File: config.mk
export PLATFORM = sky130hd
export DESIGN_NAME = stopwatch_counter
export DESIGN_NICKNAME = d
export VERILOG_FILES = /design/src/rtl/stopwatch_pkg.sv /design/src/rtl/button_debounce.sv /design/src/rtl/stopwatch_counter.sv
export SDC_FILE = /design/constraint.sdc
export NUM_CORES = 1
export LEC_CHECK = 0
export BUFFER_PORTS_ARGS = -buffer_cell sky130_fd_sc_hd__buf_2
export CAP_MARGIN = 20
export CORE_UTILIZATION = 60
export DETAILED_ROUTE_END_ITERATION = 12
export PLACE_DENSITY_LB_ADDON = 0.05
export RECOVER_POWER = 25
export SLEW_MARGIN = 20
export SYNTH_ARGS = -nofsm -noshare
export SYNTH_HDL_FRONTEND = slang
export SYNTH_HIERARCHICAL = 1
export SYNTH_SLANG_ARGS = --single-unit
File: constraint.sdc
create_clock -name clk -period 2.3 [get_ports clk]
set_input_delay 0.46 -clock clk [delete_from_list [all_inputs] [get_ports clk]]
set_output_delay 0.46 -clock clk [all_outputs]
set_load 0.01 [all_outputs]
File: src/rtl/stopwatch_pkg.sv
// Shared types and default parameters for the BCD stopwatch count source.
package stopwatch_pkg;

    typedef enum logic {STOP = 1'b0, RUN = 1'b1} sw_state_t;

    typedef logic [3:0] bcd_t;

    localparam int DEF_TICK_DIV        = 1_000_000;
    localparam int DEF_DEBOUNCE_CYCLES = 1_000_000;
    localparam int DEF_SCAN_BITS       = 20;

    localparam bcd_t BCD_NINE = 4'd9;

endpackage

File: src/rtl/button_debounce.sv
// Raw pushbutton to single-cycle press pulse: 2-flop synchroniser, stable-high
// counter and a one-shot that re-arms only after the input goes low.
module button_debounce import stopwatch_pkg::*; #(
    parameter int DEBOUNCE_CYCLES = DEF_DEBOUNCE_CYCLES
) (
    input  logic clk,
    input  logic rst,
    input  logic btn_in,
    output logic press
);

    localparam int CW = $clog2(DEBOUNCE_CYCLES + 1);
    localparam logic [CW-1:0] CNT_LAST = CW'(DEBOUNCE_CYCLES - 1);
    localparam logic [CW-1:0] CNT_SAT  = CW'(DEBOUNCE_CYCLES);

    logic          sync1_r;
    logic          sync2_r;
    logic [CW-1:0] cnt_r;
    logic [CW-1:0] cnt_next_s;
    logic          press_r;
    logic          press_next_s;

    // The counter saturates at DEBOUNCE_CYCLES, which is what suppresses repeat pulses.
    always_comb begin
        cnt_next_s   = cnt_r;
        press_next_s = 1'b0;
        if (!sync2_r) begin
            cnt_next_s = '0;
        end else if (cnt_r != CNT_SAT) begin
            cnt_next_s   = cnt_r + CW'(1);
            press_next_s = (cnt_r == CNT_LAST);
        end else begin
            cnt_next_s = cnt_r;
        end
    end

    // Synchroniser, debounce counter and registered press pulse.
    always_ff @(posedge clk) begin
        if (rst) begin
            sync1_r <= 1'b0;
            sync2_r <= 1'b0;
            cnt_r   <= '0;
            press_r <= 1'b0;
        end else begin
            sync1_r <= btn_in;
            sync2_r <= sync1_r;
            cnt_r   <= cnt_next_s;
            press_r <= press_next_s;
        end
    end

    assign press = press_r;

endmodule

File: src/rtl/stopwatch_counter.sv
// Start/stop/clear stopwatch keeping SS.hh in BCD, plus the free-running
// display scan counter that selects the active digit.
module stopwatch_counter import stopwatch_pkg::*; #(
    parameter int TICK_DIV        = DEF_TICK_DIV,
    parameter int DEBOUNCE_CYCLES = DEF_DEBOUNCE_CYCLES,
    parameter int SCAN_BITS       = DEF_SCAN_BITS
) (
    input  logic        clk,
    input  logic        rst,
    input  logic        btn_start,
    input  logic        btn_clear,
    output logic [15:0] count,
    output logic [2:0]  mpx,
    output logic        running,
    output logic        ovf
);

    localparam int PW = $clog2(TICK_DIV);
    localparam logic [PW-1:0] PRESC_LAST = PW'(TICK_DIV - 1);

    sw_state_t            state_r;
    sw_state_t            state_next_s;
    logic [PW-1:0]        presc_r;
    logic [PW-1:0]        presc_next_s;
    bcd_t [3:0]           digit_r;
    bcd_t [3:0]           digit_inc_s;
    bcd_t [3:0]           digit_next_s;
    logic                 carry_s;
    logic                 tick_s;
    logic                 ovf_r;
    logic                 ovf_next_s;
    logic [SCAN_BITS-1:0] scan_r;
    logic                 start_press_s;
    logic                 clear_press_s;

    button_debounce #(.DEBOUNCE_CYCLES(DEBOUNCE_CYCLES)) u_start_btn (
        .clk    (clk),
        .rst    (rst),
        .btn_in (btn_start),
        .press  (start_press_s)
    );

    button_debounce #(.DEBOUNCE_CYCLES(DEBOUNCE_CYCLES)) u_clear_btn (
        .clk    (clk),
        .rst    (rst),
        .btn_in (btn_clear),
        .press  (clear_press_s)
    );

    // Clear outranks start so a simultaneous press always lands in STOP.
    always_comb begin
        state_next_s = state_r;
        if (clear_press_s) begin
            state_next_s = STOP;
        end else if (start_press_s) begin
            case (state_r)
                STOP:    state_next_s = RUN;
                RUN:     state_next_s = STOP;
                default: state_next_s = STOP;
            endcase
        end else begin
            state_next_s = state_r;
        end
    end

    assign tick_s = (state_r == RUN) && (presc_r == PRESC_LAST);

    // Ripple BCD increment; carry_s left high after digit 3 means 99.99 wrapped.
    always_comb begin
        carry_s     = tick_s;
        digit_inc_s = digit_r;
        for (int i = 0; i < 4; i++) begin
            if (carry_s) begin
                if (digit_r[i] == BCD_NINE) begin
                    digit_inc_s[i] = 4'd0;
                end else begin
                    digit_inc_s[i] = digit_r[i] + 4'd1;
                    carry_s        = 1'b0;
                end
            end else begin
                digit_inc_s[i] = digit_r[i];
            end
        end
    end

    // Prescaler and digits hold in STOP so a pause keeps the partial hundredth.
    always_comb begin
        presc_next_s = presc_r;
        digit_next_s = digit_r;
        ovf_next_s   = 1'b0;
        if (clear_press_s) begin
            presc_next_s = '0;
            digit_next_s = '0;
        end else if (state_r == RUN) begin
            presc_next_s = tick_s ? '0 : presc_r + PW'(1);
            digit_next_s = digit_inc_s;
            ovf_next_s   = carry_s;
        end else begin
            presc_next_s = presc_r;
        end
    end

    // State, time value, overflow pulse and scan counter registers.
    always_ff @(posedge clk) begin
        if (rst) begin
            state_r <= STOP;
            presc_r <= '0;
            digit_r <= '0;
            ovf_r   <= 1'b0;
            scan_r  <= '0;
        end else begin
            state_r <= state_next_s;
            presc_r <= presc_next_s;
            digit_r <= digit_next_s;
            ovf_r   <= ovf_next_s;
            scan_r  <= scan_r + SCAN_BITS'(1);
        end
    end

    assign count   = digit_r;
    assign mpx     = scan_r[SCAN_BITS-1 -: 3];
    assign running = (state_r == RUN);
    assign ovf     = ovf_r;

endmodule

# Word level (Yosys, flattened, before mapping)
# Cells that the tools add are included.
[word_totals] register_bits=104 word_cells=63
[classes] n_addsub=8 eq_ne=9 n_mux=13 bitwise_logic=6 n_reduce_logical=11
[op_table] operator="adder 20 x 1 -> 20 bit (second input constant)" n=4
[op_table] operator="== test 20 bit (second input constant)" n=3
[op_table] operator="inequality test 20 bit (second input constant)" n=2
[op_table] operator="two-way mux 20 bit" n=1
[op_table] operator="adder 4 x 1 -> 4 bit (second input constant)" n=4
[op_table] operator="== test 4 bit (second input constant)" n=4
[op_table] operator="two-way mux 4 bit" n=4
[op_table] operator="AND reduction 2 bit" n=4
[op_table] operator="two-way mux 1 bit" n=7
[op_table] operator="NOT 1 bit" n=6
[op_table] operator="OR reduction 2 bit" n=3
[op_table] operator="OR reduction 3 bit" n=2
[op_table] operator="OR reduction 4 bit" n=1
[op_table] operator="case mux 1 bit (2 select lines)" n=1
[op_table] operator="logical AND 1 bit" n=1

# Longest topological paths before layout
# Gate-level depths: netlist of the first run.
[depth] ltp_word=7 depth_mapped=7 mapped_depth_nobuf=6

# Modules after synthesis
# The synthesis of the first run kept the hierarchy.
[by_module_without_submodules] mod="stopwatch_counter" instances=1 cells_each=294 area_each_um2=2635.0 seq_area_each_um2=1161.1
[by_module_without_submodules] mod="button_debounce" instances=2 cells_each=120 area_each_um2=1087.3 seq_area_each_um2=460.4

# Worst setup path before layout of the first run
# No wires, ideal clock.
[synth_timing] path_kind="register to register" from="register presc_r[7]" to="register digit_r, in the netlist count[8]" setup_time_ns=0.070 arrival_time_ns=1.906 setup_slack_ns=0.324 stages_incl_launch_ff=6 path_buffers=0 synth_period_minus_slack_ns=1.976 path_cell_list="dfxtp_1 > or4b_4 > and4bb_2 > nand3_4 > or4_1 > a21oi_1"
[synth_via] elab_chain_cells=5
[synth_rtl] item="start: declaration" line="stopwatch_counter.sv:23" rtl="logic [PW-1:0] presc_r;"
[synth_rtl] item="start signal: assignment" line="stopwatch_counter.sv:113" rtl="presc_r <= presc_next_s;"
[synth_rtl] item="== test 20 bit" line="stopwatch_counter.sv:66" rtl="assign tick_s = (state_r == RUN) && (presc_r == PRESC_LAST);"
[synth_rtl] item="logical AND 1 bit" line="stopwatch_counter.sv:66"
[synth_rtl] item="two-way mux 1 bit (2 in series)" line="stopwatch_counter.sv:73" rtl="if (carry_s) begin"
[synth_rtl] item="AND reduction 2 bit (no source line)"
[synth_rtl] item="end signal: assignment" line="stopwatch_counter.sv:114" rtl="digit_r <= digit_next_s;"
[synth_rtl] item="end: declaration" line="stopwatch_counter.sv:25" rtl="bcd_t [3:0] digit_r;"
# No other way between the ends.
# A chain may end at the register's enable or synchronous reset.

# Worst setup path after layout of the first run
[layout_timing] from="register presc_r[0]" to="register ovf_r (netlist: ovf)"
[layout_via] elab_chain_cells=7
[layout_rtl] item="== test 20 bit" line="stopwatch_counter.sv:66"
[layout_rtl] item="logical AND 1 bit" line="stopwatch_counter.sv:66"
[layout_rtl] item="two-way mux 1 bit (3 in series)" line="stopwatch_counter.sv:73"
[layout_rtl] item="NOT 1 bit (no source line)"
[layout_rtl] item="OR reduction 4 bit (no source line)"
[layout_rtl] item="end signal: assignment" line="stopwatch_counter.sv:115" rtl="ovf_r <= ovf_next_s;"
[layout_rtl] item="end: declaration" line="stopwatch_counter.sv:30" rtl="logic ovf_r;"
# No other way between the ends.

==> results of run 1 <==
==> critical path, delay by kind of cell (launching register included) <==
family        cells  cell delay (ps)
simple gates      5             1440
flops             1              410
fa+ha+maj         1              190
==> state kept, by name (all words and copies together) (netlist names) <==
name,count
u_clear_btn/cnt_r,20
u_start_btn/cnt_r,20
u_start_btn/sync1_r,1
u_start_btn/press,1
scan_r,20
u_clear_btn/sync2_r,1
count,16
ovf,1
presc_r,20
u_clear_btn/sync1_r,1
u_start_btn/sync2_r,1
u_clear_btn/press,1
running,1
==> layout by cell type, fill, tap and decap left out, types with 13 or more instances in the layout <==
| cell | count |
|---|---|
| inv_1 | 13 |
| buf_2 | 13 |
| nor4_1 | 15 |
| xor2_1 | 43 |
| nand3_1 | 28 |
| nand2_1 | 44 |
| mux2i_1 | 13 |
| dfxtp_1 | 104 |
| xnor2_1 | 24 |
| nand4_1 | 22 |
| nor2_1 | 83 |
==> logic make-up (layout without fill, tap and decap cells) <==
| logic type | after synthesis | in the layout |
|---|---|---|
| buf+inv | 31 | 62 |
| xor+xnor | 67 | 67 |
| flops | 104 | 104 |
| compound gates | 35 | 35 |
| fa+ha+maj | 6 | 6 |
| mux | 13 | 13 |
| simple gates | 278 | 278 |
==> layout make-up <==
cell class                      instances  area [um^2]
Clock buffer                            9          124
Clock inverter                          7         68.8
Fill cell                             650         2510
Inverter                               13         48.8
Multi-Input combinational cell        399         2590
Sequential cell                       104         2080
Tap cell                              102          128
Timing Repair Buffer                   33          174
==> worst max path at each step <==
| stage | startpoint | endpoint | slack (ps) | cells after the start |
|---|---|---|---|---|
| after detailed placement | presc_r[0] | count[3] | 200 | 7 |
| after floorplan | presc_r[7] | count[8] | 320 | 5 |
| after CTS | presc_r[0] | count[3] | 170 | 7 |
| after global routing | presc_r[0] | ovf | -1 | 6 |
| final | presc_r[0] | ovf | 180 | 6 |
| after global placement | presc_r[9] | count[8] | 260 | 5 |
==> through the flow <==
step / instances / total power, mW / setup TNS (ps)
floorplan: 534 / 1.89 / 0
global placement: 651 / 1.91 / 0
detailed placement: 651 / 1.91 / 0
CTS: 667 / 3.03 / 0
global route: 667 / 3.11 / -1.15
finish: 667 / 2.97 / 0
==> layer usage <==
metal / routed length (um) / vias up / global-route usage (%)
li1: - / 1926 / -
met1: 4140 / 1777 / 28.2
met2: 4180 / 46 / 37.5
met3: 323 / 4 / 6.37
met4: 68 / 0 / 6.08
met5: 0 / - / 0
==> report_power, final <==
part | internal, mW | switching, mW | leakage (nW)
Sequential | 1.81 | 0.00770 | 0.839
Clock | 0.433 | 0.675 | 0.101
Combinational | 0.0158 | 0.0324 | 0.877
==> qor.yml, run 1 <==
post-route-util_pct: 67.5
drc: 0
slew_violations: 0
path_cells: "ha_1, nand4_1, and4bb_4, and4_1, nand2_1, nor4_1"
gp_congestion: 0.795
synth_top_family_by_area: "simple AND/OR/NAND/NOR gates"
vias: 3753
ant_nets: 0
cts_buffers: 9
finalHoldViolCount: 0
syn-num-nets: 544
grt_pass1_vias: 3490
root_buffer: "clkbuf_8"
max_slew_margin_pct: 43.8
drt_pass1_iterations: 4
grt_max_degree: 22
end_kind: "flop"
required_ps: 2570
wire_per_inst_um: 13.1
drive_gt1_share_pct: 9.38
post-route-period-util_pct: 92.4
cts_tree: "done"
avgViaCountPerCell: 5.63
p_leak_nw: 1.82
ir_worst_vdd_mv: 0.451
hp-class: "in -> reg"
io_buffers: 24
r2r_end: "ovf"
setup.worst_path.start_class: "flop"
fp.dieW_um: 91.5
synth-edff-count: 0
h-tree-depth: 3
cts_buffer_depth: 2
postLayoutSetupSlackWorst_ps: 176
timing.fmax_mhz: 471
synth-simple-area-share_pct: 32.4
timing.rr.start: "presc_r[0]"
ctsResizeCount: 0
muxShareOfSynthArea_pct: 2.71
worstPathArrival_ps: 2400
ios: 25
final_net_count: 570
maxCapViolations: 0
synth-adder-area-share_pct: 1.56
postCtsHoldBufs: 0
cts_setup_buffers: 0
synthCells: 534
cp_max_fo: 6
ys_seq_area_share_pct: 43.3
finalSetupViolCount: 0
synth.distinct_cells: 49
synth_area_leader_cell: "dfxtp_1"
power.density_nw_per_um2: 570
synth_ff_type: "dfxtp_1"
synth-compound-area-share_pct: 4.73
min_to: "u_clear_btn/sync1_r"
antenna_found_initial: 0
diodes: 0
wl_mm: 8.71
pre_cts_ws_ps: 201
rows: 32
drt_iter0_drc: 147
period_needed_ps: 2120
ys_top_cells_by_area: "dfxtp_1 (43%), xor2_1 (7.8%), nor2_1 (6.5%), xnor2_1 (4.4%), nand2_1 (3.4%)"
worst_path_max_delay_cell: "and4bb_4"
core_um2: 7730
syn2layout_area_growth_pct: 8.40
yosys_warnings: 6
netlist_top_cells_count: "dfxtp_1 (104), nor2_1 (83), nand2_1 (44)"
synth_most_common_cell: "dfxtp_1"
dieArea_um2: 8380
min-delay-start: "btn_clear"
timing.hold.ws_ps: 304
cts_sinks: 104
status: "complete, no violations"
slowest_delay_ps: 450
final_cell_area_um2: 5210
tightest_slew_ps: 842
grt_overflow: 0
synth_area_um2: 4810
worst_clock_skew_ps: 7.02
synth-xor-area-share_pct: 12.2
die_h_um: 91.5
hold-path-cell-count: 2
ys_seq_elements: 104
place_area_um2: 5020
rr_worst_depth: 6
dp_hpwl_mm: 6.15
rrSetupSlack_ps: 180
syn_avg_cell_area_um2: 9.01
clk_latency_ps: 360
netlist.area_leader.share_pct: 43.3
async_flop_share_pct: 0
clk_pin_slew_ps: 110
initial_core_util_pct: 62.2
critPathKind: "reg -> reg"
grt_pass1_wl_mm: 15.3
grtUsageTotal_pct: 22.4
Power figures use the tool's default switching activity.
==> run 2, diff against run 1 <==
Settings changed: CORE_UTILIZATION 60 to 55.
Clock period 2.3 ns to 1.8 ns, I/O delays scaled along.
==> run 2 against run 1 <==
Effect of this change: via count grew 4.2%; critical path type unchanged; highest routed layer unchanged; clock power rose by 32%; combinational power up 42%; worst hold slack worse by 97 ps; cell area increased by 12%; core utilization increased by 2.3 points; critical path depth stayed put; register-to-register slack worse by 350 ps; the flow now finishes with violations (negative setup slack); sequential cell count did not move; count of clock-buffer cells in the layout is 2 higher; sequential power up 27%.
==> qor.yml, run 2 (synthesized netlist as in run 1, its figures left out) <==
timing.rr.start: "presc_r[12]"
initial_core_util_pct: 57.7  # -4.6 points
tightest_slew_ps: 881  # +38.6 ps
diodes: 0  # unchanged
h-tree-depth: 3  # unchanged
avgViaCountPerCell: 5.37  # -4.6%
worst_clock_skew_ps: 12.6  # +5.57 ps
layout_commonest_cell: "dfxtp_1"
post-route-period-util_pct: 110  # +17 points
grt_pass1_wl_mm: 15.7  # +2.8%
ir_worst_vdd_mv: 0.511  # +13%
rsz0062_at_grt: "true"
hold-path-cell-count: 2  # unchanged
postLayoutSetupSlackWorst_ps: -175  # -351 ps
hp-class: "in -> reg"
min_to: "u_clear_btn/sync1_r"
period_needed_ps: 1980  # -149 ps
io_buffers: 24  # unchanged
cts_sinks: 104  # unchanged
antenna_found_initial: 0  # unchanged
r2r_end: "count[8]"
grt_pass1_vias: 3524  # +0.97%
status: "complete, but fails checks"
clk_pin_slew_ps: 100  # about the same
wl_mm: 9.21  # +5.7%
root_buffer: "clkbuf_8"
drc: 0  # unchanged
required_ps: 2100  # -470 ps
ant_nets: 0  # unchanged
syn2layout_area_growth_pct: 20.9
grtUsageTotal_pct: 21.6  # -0.80 points
dp_hpwl_mm: 6.50  # +5.7%
place_area_um2: 5450  # +8.4%
core_um2: 8340  # +7.9%
wire_per_inst_um: 12.7  # -3.1%
slew_violations: 0  # unchanged
maxCapViolations: 0  # unchanged
drt_pass1_iterations: 4  # unchanged
fp.dieW_um: 95.5  # +4.4%
final_cell_area_um2: 5820  # +12%
min-delay-start: "btn_clear"
vias: 3909  # +4.2%
violations: "negative setup slack"
cp_max_fo: 3  # -3
drt_iter0_drc: 80  # -46%
end_kind: "flop"
layout_common_cells: "dfxtp_1 (90), nor2_1 (83), buf_4 (62), xor2_1 (42), nand2_1 (41)"
die_h_um: 95.5  # +4.4%
critPathKind: "reg -> reg"
cts_buffers: 9  # unchanged
finalHoldViolCount: 0  # unchanged
gp_congestion: 0.764  # -3.9%
ios: 25  # unchanged
grt_overflow: 0  # unchanged
cts_buffer_depth: 2  # unchanged
rows: 33  # +3.1%
max_slew_margin_pct: 41.3  # -2.6 points
n_fill_cell: 669  # +2.9%
setup.worst_path.start_class: "flop"
cts_tree: "done"
power_mw: 3.85  # +30%
worstPathArrival_ps: 2280  # -120 ps
dieArea_um2: 9120  # +8.9%
p_leak_nw: 2.18  # +20%
clk_latency_ps: 360  # about the same
finalSetupViolCount: 15  # +15
timing.fmax_mhz: 506  # +7.5%
drive_gt1_share_pct: 24.2  # +15 points
rrSetupSlack_ps: -180  # -350 ps
final_net_count: 628  # +10%
grt_max_degree: 23  # +4.5%
rr_worst_depth: 6  # unchanged
power.density_nw_per_um2: 662  # +16%
==> run 2: cell count changes in the layout (fill, tap and decap cells not counted), moves of 3 or more <==
| cell | before | now |
|---|---|---|
| inv_6 | 4 | 1 |
| buf_6 | 0 | 3 |
| buf_2 | 13 | 22 |
| clkbuf_1 | 11 | 5 |
| dfxtp_2 | 0 | 14 |
| dfxtp_1 | 104 | 90 |
| nor4_1 | 15 | 8 |
| buf_4 | 9 | 62 |
| nor4_2 | 0 | 7 |
| nand2_1 | 44 | 41 |
==> run 2: cell type report <==
cell class | count | area [um^2] | share of cell area, %
inverter | 13 | 48.8 | 0.839
multi-input combinational | 399 | 2700 | 46.4
clock inverter | 5 | 65.1 | 1.12
tap | 105 | 131 | 2.26
clock buffer | 11 | 131 | 2.26
timing repair buffer | 91 | 641 | 11.0
sequential | 104 | 2100 | 36.1
==> run 2: per-stage QoR <==
| step | hold slack, ps | instances | setup TNS (ps) | util (%) | setup WS [ps] |
|---|---|---|---|---|---|
| 6_report | 207 | 728 | -898 | 69.7 | -175 |
| 5_1_grt | 205 | 728 | -2670 | 69.7 | -256 |
| 4_1_cts | 185 | 724 | -1300 | 68.2 | -187 |
| 3_5_place_dp | 435 | 706 | -1540 | 65.3 | -200 |
| 3_3_place_gp | 429 | 706 | -1220 | 65.3 | -166 |
| 2_1_floorplan | 414 | 534 | -525 | - | -112 |
==> run 2: critical path: stages, from the launching register on <==
cell	delay, ps
dfxtp_2	340
or4b_4	530
and4bb_2	350
buf_6	110
nand3_4	60
or4_1	400
a21oi_1	120
==> run 2: worst max-delay path by stage <==
stage	start	to	slack, ps	depth (start not counted)
after floorplan	presc_r[12]	count[11]	-110	6
after CTS	presc_r[12]	count[8]	-190	6
after global routing	presc_r[12]	count[8]	-260	6
after detailed placement	presc_r[12]	count[11]	-200	5
final	presc_r[12]	count[8]	-180	6
after global placement	presc_r[12]	count[11]	-170	5
==> run 2: metal layers <==
layer	routed length, um	GRT usage [%]
met1	4480	28.2
met2	4460	36.4
met3	210	4.86
met4	69	4.85
met5	0	0
==> run 2: repair_timing <==
action | 4_1_cts | 5_1_grt
endpoints found under the setup margin | 19 | 51
resized for setup | 7 | 29
pin swaps | 7 | 7
buffers inserted | 2 | 4
hold buffers | 0 | 0
==> run 2: power by group <==
group	internal, mW	switching, mW
sequential	2.31	0.00956
combinational	0.0246	0.0436
clock	0.660	0.805
